### src/rtl/udp_rx_pkg.sv
// udp_rx_pkg: state encoding and protocol constants shared by the UDP receiver
package udp_rx_pkg;
    typedef enum logic [2:0] {IDLE, PREAMBLE, ETH_HEAD, IP_HEAD, UDP_HEAD, RX_DATA, RX_END} state_t;
    localparam logic [7:0]  PREAMBLE_BYTE = 8'h55;
    localparam logic [7:0]  SFD           = 8'hD5;
    localparam logic [15:0] ETH_TYPE_IPV4 = 16'h0800;
    localparam logic [7:0]  IP_VER_IHL    = 8'h45;
    localparam logic [7:0]  IP_PROTO_UDP  = 8'h11;
    localparam logic [15:0] ETH_HEAD_LEN  = 16'd14;
    localparam logic [15:0] IP_HEAD_LEN   = 16'd20;
    localparam logic [15:0] UDP_HEAD_LEN  = 16'd8;
    localparam logic [47:0] BROADCAST_MAC = 48'hFF_FF_FF_FF_FF_FF;
endpackage

### src/rtl/udp_rx.sv
// udp_rx: byte-wise Ethernet/IPv4/UDP frame parser forwarding the UDP payload
module udp_rx
    import udp_rx_pkg::*;
#(
    parameter logic [47:0] BOARD_MAC = 48'h00_11_22_33_44_55,
    parameter logic [31:0] BOARD_IP  = {8'd192, 8'd168, 8'd1, 8'd123}
) (
    input  logic        clk,
    input  logic        rst_n,
    input  logic        rx_valid,
    input  logic [7:0]  rx_data,
    output logic        rec_en,
    output logic [7:0]  rec_data,
    output logic        rec_done,
    output logic [15:0] rec_byte_num,
    output logic        rec_err
);
    state_t      state, state_nxt;
    logic [15:0] cnt, udp_len;
    logic [47:0] mac_sh;
    logic [31:0] ip_sh;
    logic        gap, uni_ok, bc_ok, uni_now, bc_now, eth_bad, ip_bad, udp_last, last;
    logic        en_nxt, done_nxt, err_nxt;

    assign mac_sh   = BOARD_MAC << {cnt[2:0], 3'b000};
    assign ip_sh    = BOARD_IP << {cnt[1:0], 3'b000};
    assign uni_now  = (cnt == 16'd0 || uni_ok) && rx_data == mac_sh[47:40];
    assign bc_now   = (cnt == 16'd0 || bc_ok) && rx_data == BROADCAST_MAC[7:0];
    assign eth_bad  = (cnt < 16'd6 && !(uni_now || bc_now))
                   || (cnt == 16'd12 && rx_data != ETH_TYPE_IPV4[15:8])
                   || (cnt == 16'd13 && rx_data != ETH_TYPE_IPV4[7:0]);
    assign ip_bad   = (cnt == 16'd0 && rx_data != IP_VER_IHL)
                   || (cnt == 16'd9 && rx_data != IP_PROTO_UDP)
                   || (cnt >= 16'd16 && rx_data != ip_sh[31:24]);
    assign udp_last = cnt == UDP_HEAD_LEN - 16'd1;
    assign last     = cnt == rec_byte_num - 16'd1;

    always_ff @(posedge clk or negedge rst_n)
        if (!rst_n) begin
            state <= IDLE;
            cnt   <= '0;
        end else begin
            state <= state_nxt;
            cnt   <= (state_nxt != state) ? '0 : cnt + 16'(rx_valid);
        end

    // a frame only starts on 0x55 following an idle cycle, so a frame cut by reset is never resynced mid-stream
    always_comb begin
        state_nxt = state;
        if (!rx_valid)
            state_nxt = IDLE;
        else
            case (state)
                IDLE:     state_nxt = (gap && rx_data == PREAMBLE_BYTE) ? PREAMBLE : RX_END;
                PREAMBLE: state_nxt = (cnt < 16'd6 && rx_data == PREAMBLE_BYTE) ? PREAMBLE :
                                      (cnt == 16'd6 && rx_data == SFD) ? ETH_HEAD : RX_END;
                ETH_HEAD: state_nxt = eth_bad ? RX_END : (cnt == ETH_HEAD_LEN - 16'd1) ? IP_HEAD : ETH_HEAD;
                IP_HEAD:  state_nxt = ip_bad ? RX_END : (cnt == IP_HEAD_LEN - 16'd1) ? UDP_HEAD : IP_HEAD;
                UDP_HEAD: state_nxt = !udp_last ? UDP_HEAD : (udp_len <= UDP_HEAD_LEN) ? RX_END : RX_DATA;
                RX_DATA:  state_nxt = last ? RX_END : RX_DATA;
                default:  state_nxt = RX_END;
            endcase
    end

    always_comb begin
        en_nxt   = rx_valid && state == RX_DATA;
        done_nxt = rx_valid && ((state == RX_DATA && last)
                             || (state == UDP_HEAD && udp_last && udp_len == UDP_HEAD_LEN));
        err_nxt  = (!rx_valid && state != IDLE && state != RX_END)
                || (rx_valid && state == PREAMBLE && state_nxt == RX_END)
                || (rx_valid && state == UDP_HEAD && udp_last && udp_len < UDP_HEAD_LEN);
    end

    always_ff @(posedge clk or negedge rst_n)
        if (!rst_n) begin
            rec_en       <= 1'b0;
            rec_done     <= 1'b0;
            rec_err      <= 1'b0;
            rec_data     <= '0;
            rec_byte_num <= '0;
            udp_len      <= '0;
            gap          <= 1'b0;
            uni_ok       <= 1'b0;
            bc_ok        <= 1'b0;
        end else begin
            rec_en   <= en_nxt;
            rec_done <= done_nxt;
            rec_err  <= err_nxt;
            rec_data <= en_nxt ? rx_data : rec_data;
            gap      <= !rx_valid;
            uni_ok   <= uni_now;
            bc_ok    <= bc_now;
            if (rx_valid && state == UDP_HEAD && cnt == 16'd4)
                udp_len[15:8] <= rx_data;
            if (rx_valid && state == UDP_HEAD && cnt == 16'd5) begin
                udp_len[7:0] <= rx_data;
                rec_byte_num <= {udp_len[15:8], rx_data} - UDP_HEAD_LEN;
            end
        end
endmodule

### config.mk
export PLATFORM = sky130hd
export DESIGN_NAME = udp_rx
export DESIGN_NICKNAME = d
export VERILOG_FILES = /design/src/rtl/udp_rx_pkg.sv /design/src/rtl/udp_rx.sv
export SDC_FILE = /design/constraint.sdc
export NUM_CORES = 1
export LEC_CHECK = 0
export CAP_MARGIN = 20
export CORE_MARGIN = 4
export CORE_UTILIZATION = 60
export DETAILED_ROUTE_END_ITERATION = 16
export PLACE_DENSITY_LB_ADDON = 0.1
export REMOVE_ABC_BUFFERS = 1
export SYNTH_ARGS = -nofsm -noshare
export SYNTH_HDL_FRONTEND = slang
export SYNTH_SLANG_ARGS = --single-unit
### constraint.sdc
create_clock -name clk -period 4.7 [get_ports clk]
set_input_delay 0.705 -clock clk [delete_from_list [all_inputs] [get_ports clk]]
set_output_delay 0.705 -clock clk [all_outputs]
set_load 0.01 [all_outputs]
==> flow_summary_export.csv, run 1 <==
group,metric,value,unit
run_status,status,"complete, no violations",
critical_path,cp.required,4.95,ns
die,die_h,91.0,um
critical_path,worstSetupEndpointType,"flip-flop",
drt,firstDrtPassIters,5,
critical_path,start_kind,"input port",
power,p_leak,1.95,nW
die,die_w,91.0,um
die,core_area,6530,um2
drt,viasPerCell,6.41,
synthesis,syn_area,4130,um2
critical_path,cpMostUsedCell,"nor4_1",
critical_path,r2r-start,"cnt[1]$_DFF_PN0_",
sta,timing.final.crit_share,78.7,%
sta,hold_viol_final,0,
clock_tree,cts_tree,"done",
drt,drt_iter0_drc,281,
drt,avgRoutedWirePerCell,18.1,um
critical_path,path_cells,"clkdlybuf4s50_1 -> nor4_1 -> a211oi_1 -> nor4_1 -> o21ai_0 -> a221oi_2 -> o211ai_1 -> buf_4 -> nor3_1",
die,io_pins,38,
critical_path,cpMaxStageDelayCell,"clkdlybuf4s50_1",
power,power_frac_seq,48.7,%
clock_tree,numCtsBuffers,9,
sta,fin_skew,0.0105,ns
cells_and_area,final_cell_mix,"dfrtp_1, nor2_1, clkdlybuf4s50_1",
cells_and_area,diodes,0,
grt,grt_pass1_wl,17.2,mm
cells_and_area,final_common_cell,"dfrtp_1",
critical_path,worstPathArrival,3.94,ns
sta,max_freq,270,MHz
sta,worst_pin_slew,0.882,ns
drt,drc,0,
cells_and_area,drive_gt1_share,12.4,%
synthesis,ys_ff_latch,62,
cells_and_area,area_delta_synth_final,12.1,%
clock_tree,cts-hold-fix-buffers,0,
synthesis,synth_edf_count,0,
drt,antenna_left,0,
clock_tree,post_cts_buffers,0,
critical_path,cp_top_family,"simple AND/OR/NAND/NOR gates",
die,dieArea,8270,um2
grt,antenna_found_initial,0,
die,rows,29,
place,place_hpwl,7.28,mm
drt,drt_wl_total,9.97,mm
cells_and_area,fin_nets,489,
drt,dr_total_vias,3538,
sta,setup_violations,0,
synthesis,synthCells,449,
die,start_util,63.2,%
power,pwr-share-clk,35.8,%
sta,fin_tns_setup,0,ns
critical_path,max_stage_delay,0.65,ns
place,port-buffer-count,37,
synthesis,postSynth.asyncResetShare,100,%
critical_path,cp_max_fo,14,
synthesis,synthFlopType,"dfrtp_1",
sta,min_period,3.70,ns
sta,timing.slew.headroom,40.9,%
power,power_density,254,nW/um2
critical_path,worst-setup-path-type,"input port to flip-flop",
power,p_sw_share,28.9,%
synthesis,yosysSeqAreaShare,37.6,%
synthesis,avgSynthCellArea,9.20,um2
flow_run,drv_cap,0,
critical_path,rrSetupSlack,1.42,ns
clock_tree,clk_path_buf_depth,2,
min_path,holdCritPathClass,"input port to asynchronous set/reset pin",
sta,slew_violations,0,
synthesis,ys_warn_count,0,
clock_tree,clkTransAtPathRegs,0.07,ns
sta,rsz0062_at_grt,"no",
power,p_int,0.835,mW
place,post_dp_cell_area,4450,um2
critical_path,path_buf_inv,2,
power,p_comb_share,15.4,%
grt,gr-total-overflow,0,
grt,grt_max_degree,63,
clock_tree,clk_latency,0.34,ns
clock_tree,postCtsResizedCells,0,
clock_tree,root_buffer,"clkbuf_8",
clock_tree,htreeDepth,3,
place,place_congestion,0.955,
clock_tree,cts.sinks,62,
synthesis,synth.lib_cells_used.distinct,68,
critical_path,rr_worst_depth,10,
cells_and_area,final_area,4630,um2
grt,grt_usage,25.3,%
grt,grt_pass1_vias,3648,
power,p_switching,0.340,mW
critical_path,r2r_end,"cnt[3]$_DFF_PN0_",
power,peakVddDrop,0.000206,V
-- cells by family (layout without fill, tap and decap cells) --
| kind of cell | Yosys count | count (layout) | synth area share [%] |
|---|---|---|---|
| AND/OR/NAND/NOR | 186 | 186 | 25.0 |
| AO/OA/AOI/OAI | 71 | 71 | 12.1 |
| flip-flops | 62 | 62 | 37.6 |
| multiplexers | 31 | 31 | 8.24 |
| XOR/XNOR | 42 | 42 | 8.91 |
| buffers and inverters | 49 | 75 | 5.79 |
| adder cells (fa/ha/maj) | 8 | 8 | 2.42 |
-- registers in the layout, indices dropped and copies added (netlist names) --
register	cells
gap	1
rec_byte_num	16
bc_ok	1
rec_en	1
cnt	16
rec_err	1
udp_len	13
rec_done	1
state	3
rec_data	8
uni_ok	1
-- power by group through the flow --
stage	Clock, mW	Combinational [mW]	Sequential, mW
final	0.421	0.181	0.573
after global routing	0.455	0.199	0.575
after CTS	0.426	0.180	0.572
after detailed placement	0	0.179	0.582
after global placement	0	0.174	0.581
after floorplan	0	0.101	0.579
-- cell usage after synthesis (all sizes together), types with 3 or more instances --
cell	instances	share of area [%]
a211o	3	0.64
a211oi	7	1.6
a21oi	22	2.7
a31oi	7	1.1
and2	3	0.48
and3	4	0.61
and4	4	0.85
buf	15	2.7
clkbuf	16	1.5
dfrtp	62	38
ha	8	2.4
inv	17	1.5
mux2	24	6.5
mux2i	7	1.7
nand2	19	1.7
nand2b	7	1.1
nand3	11	1.3
nand3b	3	0.55
nand4	18	2.9
nor2	43	3.9
nor3	34	4.5
nor3b	4	0.73
nor4	12	2.0
o211ai	3	0.55
o21ai	9	1.1
or2	4	0.61
or3	7	1.2
or4	4	0.82
xnor2	27	5.7
xor2	15	3.2
-- cell type report --
type                            instances  area [um2]
Clock buffer                           12         145
Clock inverter                          4        32.5
Fill cell                             524        1900
Inverter                               18        67.6
Multi-Input combinational cell        338        2340
Sequential cell                        62        1550
Tap cell                               77        96.3
Timing Repair Buffer                   41         395
-- layer usage --
metal | wire, um | global-route usage [%] | vias up
li1 | - | - | 1667
met1 | 4400 | 33.6 | 1710
met2 | 4740 | 40.1 | 136
met3 | 649 | 5.87 | 25
met4 | 183 | 10.1 | 0
met5 | 0 | 0 | -
-- stage by stage --
step                      hold WS, ns  util, %  setup WS, ns  total power [mW]  instances
after global placement          0.491     68.0         0.807             0.755        535
after detailed placement        0.495     68.1         0.758             0.761        536
final                           0.509     70.9          1.00              1.18        552
after CTS                       0.514     70.9          1.08              1.18        552
after global routing            0.534     70.9         0.768              1.23        552
after floorplan                 0.409        -          1.90             0.680        418
-- worst register-to-register path: stages, from the launching register on --
cell      delay, ns
dfrtp_1        0.66
inv_1          0.18
ha_1           0.32
xnor2_1        0.14
a211o_1        0.26
a211oi_1       0.33
o21ai_0        0.16
a221oi_2       0.40
o211ai_1       0.28
buf_4          0.26
nor3_1         0.20
-- worst max path at each step --
| stage | start | to | slack, ns | cells past startpoint |
|---|---|---|---|---|
| 6_report | rx_data[3] | cnt[3]$_DFF_PN0_ | 1.00 | 9 |
| 5_1_grt | rx_data[3] | cnt[3]$_DFF_PN0_ | 0.77 | 9 |
| 4_1_cts | rx_data[3] | cnt[3]$_DFF_PN0_ | 1.08 | 9 |
| 3_5_place_dp | rx_data[3] | cnt[10]$_DFF_PN0_ | 0.76 | 9 |
| 3_3_place_gp | rx_data[3] | cnt[0]$_DFF_PN0_ | 0.81 | 8 |
| 2_1_floorplan | rx_data[3] | cnt[0]$_DFF_PN0_ | 1.90 | 7 |
Power figures use the tool's default switching activity.
==> run 2: changes to the inputs <==
Settings changed: CORE_UTILIZATION 60 to 53.
Clock period 4.7 ns to 3.23 ns, I/O delays scaled along.
==> flow_summary_export.csv, run 2 (synthesized netlist as in run 1, its figures left out) <==
group,metric,value,unit
run_status,status,"complete, no violations",
sta,min_period,2.99,ns
clock_tree,cts.sinks,62,
drt,dr_total_vias,3577,
clock_tree,postCtsResizedCells,0,
critical_path,start_kind,"flip-flop",
sta,max_freq,335,MHz
critical_path,worst-setup-path-type,"flip-flop to flip-flop",
place,place_congestion,0.912,
grt,grt_pass1_vias,3551,
clock_tree,root_buffer,"clkbuf_8",
drt,antenna_left,0,
critical_path,cp_max_fo,16,
grt,grt_max_degree,35,
grt,grt_pass1_wl,18.2,mm
clock_tree,htreeDepth,3,
clock_tree,numCtsBuffers,9,
grt,grt_usage,25.8,%
critical_path,cp.required,3.47,ns
die,die_w,96.3,um
die,die_h,96.3,um
die,io_pins,38,
die,start_util,55.8,%
drt,drt_wl_total,10.9,mm
sta,fin_tns_setup,0,ns
cells_and_area,drive_gt1_share,17.4,%
drt,drc,0,
die,core_area,7410,um2
drt,firstDrtPassIters,4,
cells_and_area,top_regs,"cnt (16), rec_byte_num (16), udp_len (13)",
sta,holdWs,0.206,ns
sta,setup_violations,0,
sta,worst_pin_slew,0.773,ns
drt,viasPerCell,5.96,
clock_tree,cts_tree,"done",
drt,drt_iter0_drc,212,
power,p_leak,2.08,nW
sta,timing.slew.headroom,48.5,%
clock_tree,cts-hold-fix-buffers,0,
min_path,holdCritPathClass,"input port to asynchronous set/reset pin",
sta,fin_skew,0.0115,ns
power,power_density,363,nW/um2
grt,antenna_found_initial,0,
die,rows,31,
sta,hold_viol_final,0,
place,port-buffer-count,37,
clock_tree,clk_path_buf_depth,2,
critical_path,worstSetupEndpointType,"flip-flop",
place,place_hpwl,8.17,mm
cells_and_area,diodes,0,
grt,gr-total-overflow,0,
flow_run,drv_cap,0,
sta,slew_violations,0,
die,dieArea,9270,um2
cells_and_area,area_delta_synth_final,17.5,%
clock_tree,post_cts_buffers,0,
sta,timing.final.crit_share,92.5,%
drt,avgRoutedWirePerCell,18.2,um
cells_and_area,fin_nets,515,
sta,rsz0062_at_grt,"no",
clock_tree,clk_latency,0.35,ns
critical_path,worstPathArrival,3.22,ns
cells_and_area,final_cell_mix,"dfrtp_1, nor2_1, clkdlybuf4s50_1",
clock_tree,clkTransAtPathRegs,0.08,ns
power,peakVddDrop,0.000370,V
cells_and_area,final_common_cell,"dfrtp_1",
run 2: routing by layer:
metal	wire [um]	track usage (%)
met1	4960	35.3
met2	5250	41.2
met3	505	3.99
met4	220	9.36
met5	0	0
run 2: area by class of cell:
class,count,area (um2)
Clock buffer,9,124
Timing Repair Buffer,67,591
Sequential cell,62,1550
Inverter,18,67.6
Clock inverter,7,55.1
Fill cell,633,2560
Multi-Input combinational cell,338,2340
Tap cell,99,124
run 2: path summary, 6_finish.rpt:
| path | startpoint | endpoint | slack, ns | cells past startpoint |
|---|---|---|---|---|
| setup / recovery | rec_byte_num[4]$_DFFE_PN0P_ | cnt[12]$_DFF_PN0_ | 0.24 | 8 |
| hold / removal | rst_n | rec_err$_DFF_PN0_ | 0.21 | 1 |
| setup reg to reg | rec_byte_num[4]$_DFFE_PN0P_ | cnt[12]$_DFF_PN0_ | 0.24 | 8 |
| hold reg to reg | udp_len[6]$_DFFE_PN0P_ | udp_len[6]$_DFFE_PN0P_ | 0.52 | 1 |
| max in group asynchronous | rst_n | udp_len[3]$_DFFE_PN0P_ | 2.31 | 2 |
| min in group clk | udp_len[6]$_DFFE_PN0P_ | udp_len[6]$_DFFE_PN0P_ | 0.52 | 1 |
run 2: critical path, cell delays in order, from the launching register on:
cell	delay, ns
dfrtp_1	0.48
nor3_2	0.57
nand4_2	0.26
nor4_1	0.34
a211oi_1	0.11
or4_4	0.54
a211oi_4	0.21
buf_4	0.25
nor3_1	0.10
run 2: per-stage QoR:
| step | setup WS (ns) | total power [mW] | std cells | instance area (um2) | util (%) |
|---|---|---|---|---|---|
| final | 0.243 | 1.76 | 600 | 4850 | 65.5 |
| after global routing | 0.00948 | 1.84 | 600 | 4850 | 65.5 |
| after CTS | 0.283 | 1.77 | 600 | 4850 | 65.5 |
| after detailed placement | 0.0726 | 1.13 | 584 | 4670 | 63.1 |
| after global placement | 0.216 | 1.13 | 584 | 4670 | 63.1 |
| after floorplan | 0.496 | 0.989 | 418 | 3960 | - |
run 2: report_power, final:
part           internal, mW  switching, mW
clock                 0.286          0.356
combinational         0.134          0.156
sequential            0.797         0.0338
==> run 3: changes to the inputs <==
Settings changed: CELL_PAD_IN_SITES_DETAIL_PLACEMENT set to 1, CELL_PAD_IN_SITES_GLOBAL_PLACEMENT set to 2, CORE_UTILIZATION 53 to 33.
==> flow_summary_export.csv, run 3 (synthesized netlist as in run 1, its figures left out) <==
group,metric,value,unit
run_status,status,"complete, no violations",
sta,hold_viol_final,0,
min_path,holdCritPathClass,"input port to asynchronous set/reset pin",
clock_tree,clk_path_buf_depth,2,
cells_and_area,area_delta_synth_final,22.6,%
cells_and_area,fin_nets,520,
cells_and_area,diodes,0,
cells_and_area,final_cell_mix,"dfrtp_1, nor2_1, clkdlybuf4s50_1",
power,p_leak,2.14,nW
die,core_area,12100,um2
clock_tree,postCtsResizedCells,0,
clock_tree,post_cts_buffers,0,
drt,drt_iter0_drc,161,
sta,fin_skew,0.0107,ns
power,peakVddDrop,0.000305,V
die,dieArea,14400,um2
critical_path,cp.required,3.45,ns
clock_tree,clkTransAtPathRegs,0.05,ns
place,post_dp_cell_area,4800,um2
sta,setup_ws,0.280,ns
grt,antenna_found_initial,0,
sta,slew_violations,0,
place,place_congestion,0.817,
critical_path,start_kind,"flip-flop",
sta,timing.final.crit_share,91.3,%
grt,grt_pass1_wl,21.5,mm
drt,viasPerCell,5.39,
sta,max_freq,339,MHz
clock_tree,cts-hold-fix-buffers,1,
cells_and_area,final_common_cell,"dfrtp_1",
flow_run,drv_cap,0,
critical_path,cp_max_fo,16,
cells_and_area,final_area,5060,um2
cells_and_area,nFillCells,1443,
drt,dr_total_vias,3616,
die,die_w,120,um
drt,firstDrtPassIters,4,
critical_path,worst-setup-path-type,"flip-flop to flip-flop",
grt,gr-total-overflow,0,
place,place_ws,-0.0477,ns
grt,grt_max_degree,40,
cells_and_area,top_regs,"cnt (16), rec_byte_num (16), udp_len (13)",
clock_tree,htreeDepth,3,
sta,worst_pin_slew,0.673,ns
drt,avgRoutedWirePerCell,19.5,um
sta,timing.slew.headroom,54.9,%
drt,drt_wl_total,13.1,mm
critical_path,worstSetupEndpointType,"flip-flop",
drt,antenna_left,0,
power,power_density,394,nW/um2
die,start_util,34.1,%
clock_tree,numCtsBuffers,9,
place,port-buffer-count,37,
critical_path,worstPathArrival,3.17,ns
cells_and_area,drive_gt1_share,17.5,%
drt,drc,0,
sta,setup_violations,0,
die,io_pins,38,
clock_tree,clk_latency,0.34,ns
sta,rsz0062_at_grt,"no",
clock_tree,root_buffer,"clkbuf_16",
place,place_hpwl,9.93,mm
grt,grt_pass1_vias,3819,
die,die_h,120,um
sta,min_period,2.95,ns
die,rows,40,
grt,grt_usage,19.2,%
clock_tree,cts_tree,"done",
clock_tree,cts.sinks,62,
==> run 3: cell count changes in the layout (fill, tap and decap cells not counted) <==
cell,previous run,this run
clkbuf_16,0,9
clkbuf_8,9,0
buf_4,30,33
inv_6,3,0
buf_12,0,1
clkinv_4,1,0
clkinvlp_4,2,3
dlygate4sd3_1,0,1
==> run 3: per-stage QoR <==
step | hold WS (ns) | util, % | cells | total power, mW | TNS (ns)
after global routing | 0.521 | 41.8 | 671 | 2.09 | 0
final | 0.507 | 41.8 | 671 | 1.99 | 0
after floorplan | 0.189 | - | 418 | 0.989 | 0
after detailed placement | 0.347 | 39.6 | 657 | 1.15 | -0.165
after CTS | 0.512 | 41.8 | 671 | 2.03 | 0
after global placement | 0.341 | 39.6 | 657 | 1.14 | 0
==> run 3: worst paths after layout <==
kind | startpoint | endpoint | slack [ns] | cells after the start
max | rec_byte_num[4]$_DFFE_PN0P_ | cnt[1]$_DFF_PN0_ | 0.28 | 8
min | rst_n | cnt[2]$_DFF_PN0_ | 0.51 | 2
max reg2reg | rec_byte_num[4]$_DFFE_PN0P_ | cnt[1]$_DFF_PN0_ | 0.28 | 8
min reg2reg | rec_data[7]$_DFFE_PN0P_ | rec_data[7]$_DFFE_PN0P_ | 0.51 | 1
max in group asynchronous | rst_n | rec_byte_num[8]$_DFFE_PN0P_ | 1.95 | 3
min in group clk | rec_data[7]$_DFFE_PN0P_ | rec_data[7]$_DFFE_PN0P_ | 0.51 | 1
==> run 3: worst max-delay path, cell delays in order (launching register included) <==
cell	delay [ns]
dfrtp_1	0.47
nor3_2	0.61
nand4_2	0.24
nor4_1	0.33
a211oi_1	0.11
or4_4	0.56
a211oi_4	0.27
buf_12	0.18
nor3b_1	0.06
==> run 3: area by class of cell <==
class | instances | area, um2 | share of cell area (%)
Multi-Input combinational cell | 338 | 2340 | 46.2
Inverter | 18 | 67.6 | 1.33
Clock buffer | 9 | 225 | 4.45
Clock inverter | 4 | 27.5 | 0.543
Timing Repair Buffer | 72 | 643 | 12.7
Tap cell | 168 | 210 | 4.15
Sequential cell | 62 | 1550 | 30.6
==> run 3: power breakdown <==
part / internal (mW) / switching, mW / total, mW
combinational: 0.134 / 0.170 / 0.304
clock: 0.503 / 0.356 / 0.859
sequential: 0.799 / 0.0302 / 0.830
total: 1.44 / 0.556 / 1.99
==> run 3: per-layer routing <==
| layer | GRT usage, % | share of wire (%) | up-vias |
|---|---|---|---|
| met5 | 0 | 0 | - |
| met4 | 6.08 | 1.7 | 0 |
| met3 | 4.10 | 3.1 | 12 |
| met2 | 30.3 | 47 | 58 |
| met1 | 26.3 | 48 | 1816 |
| li1 | - | - | 1730 |
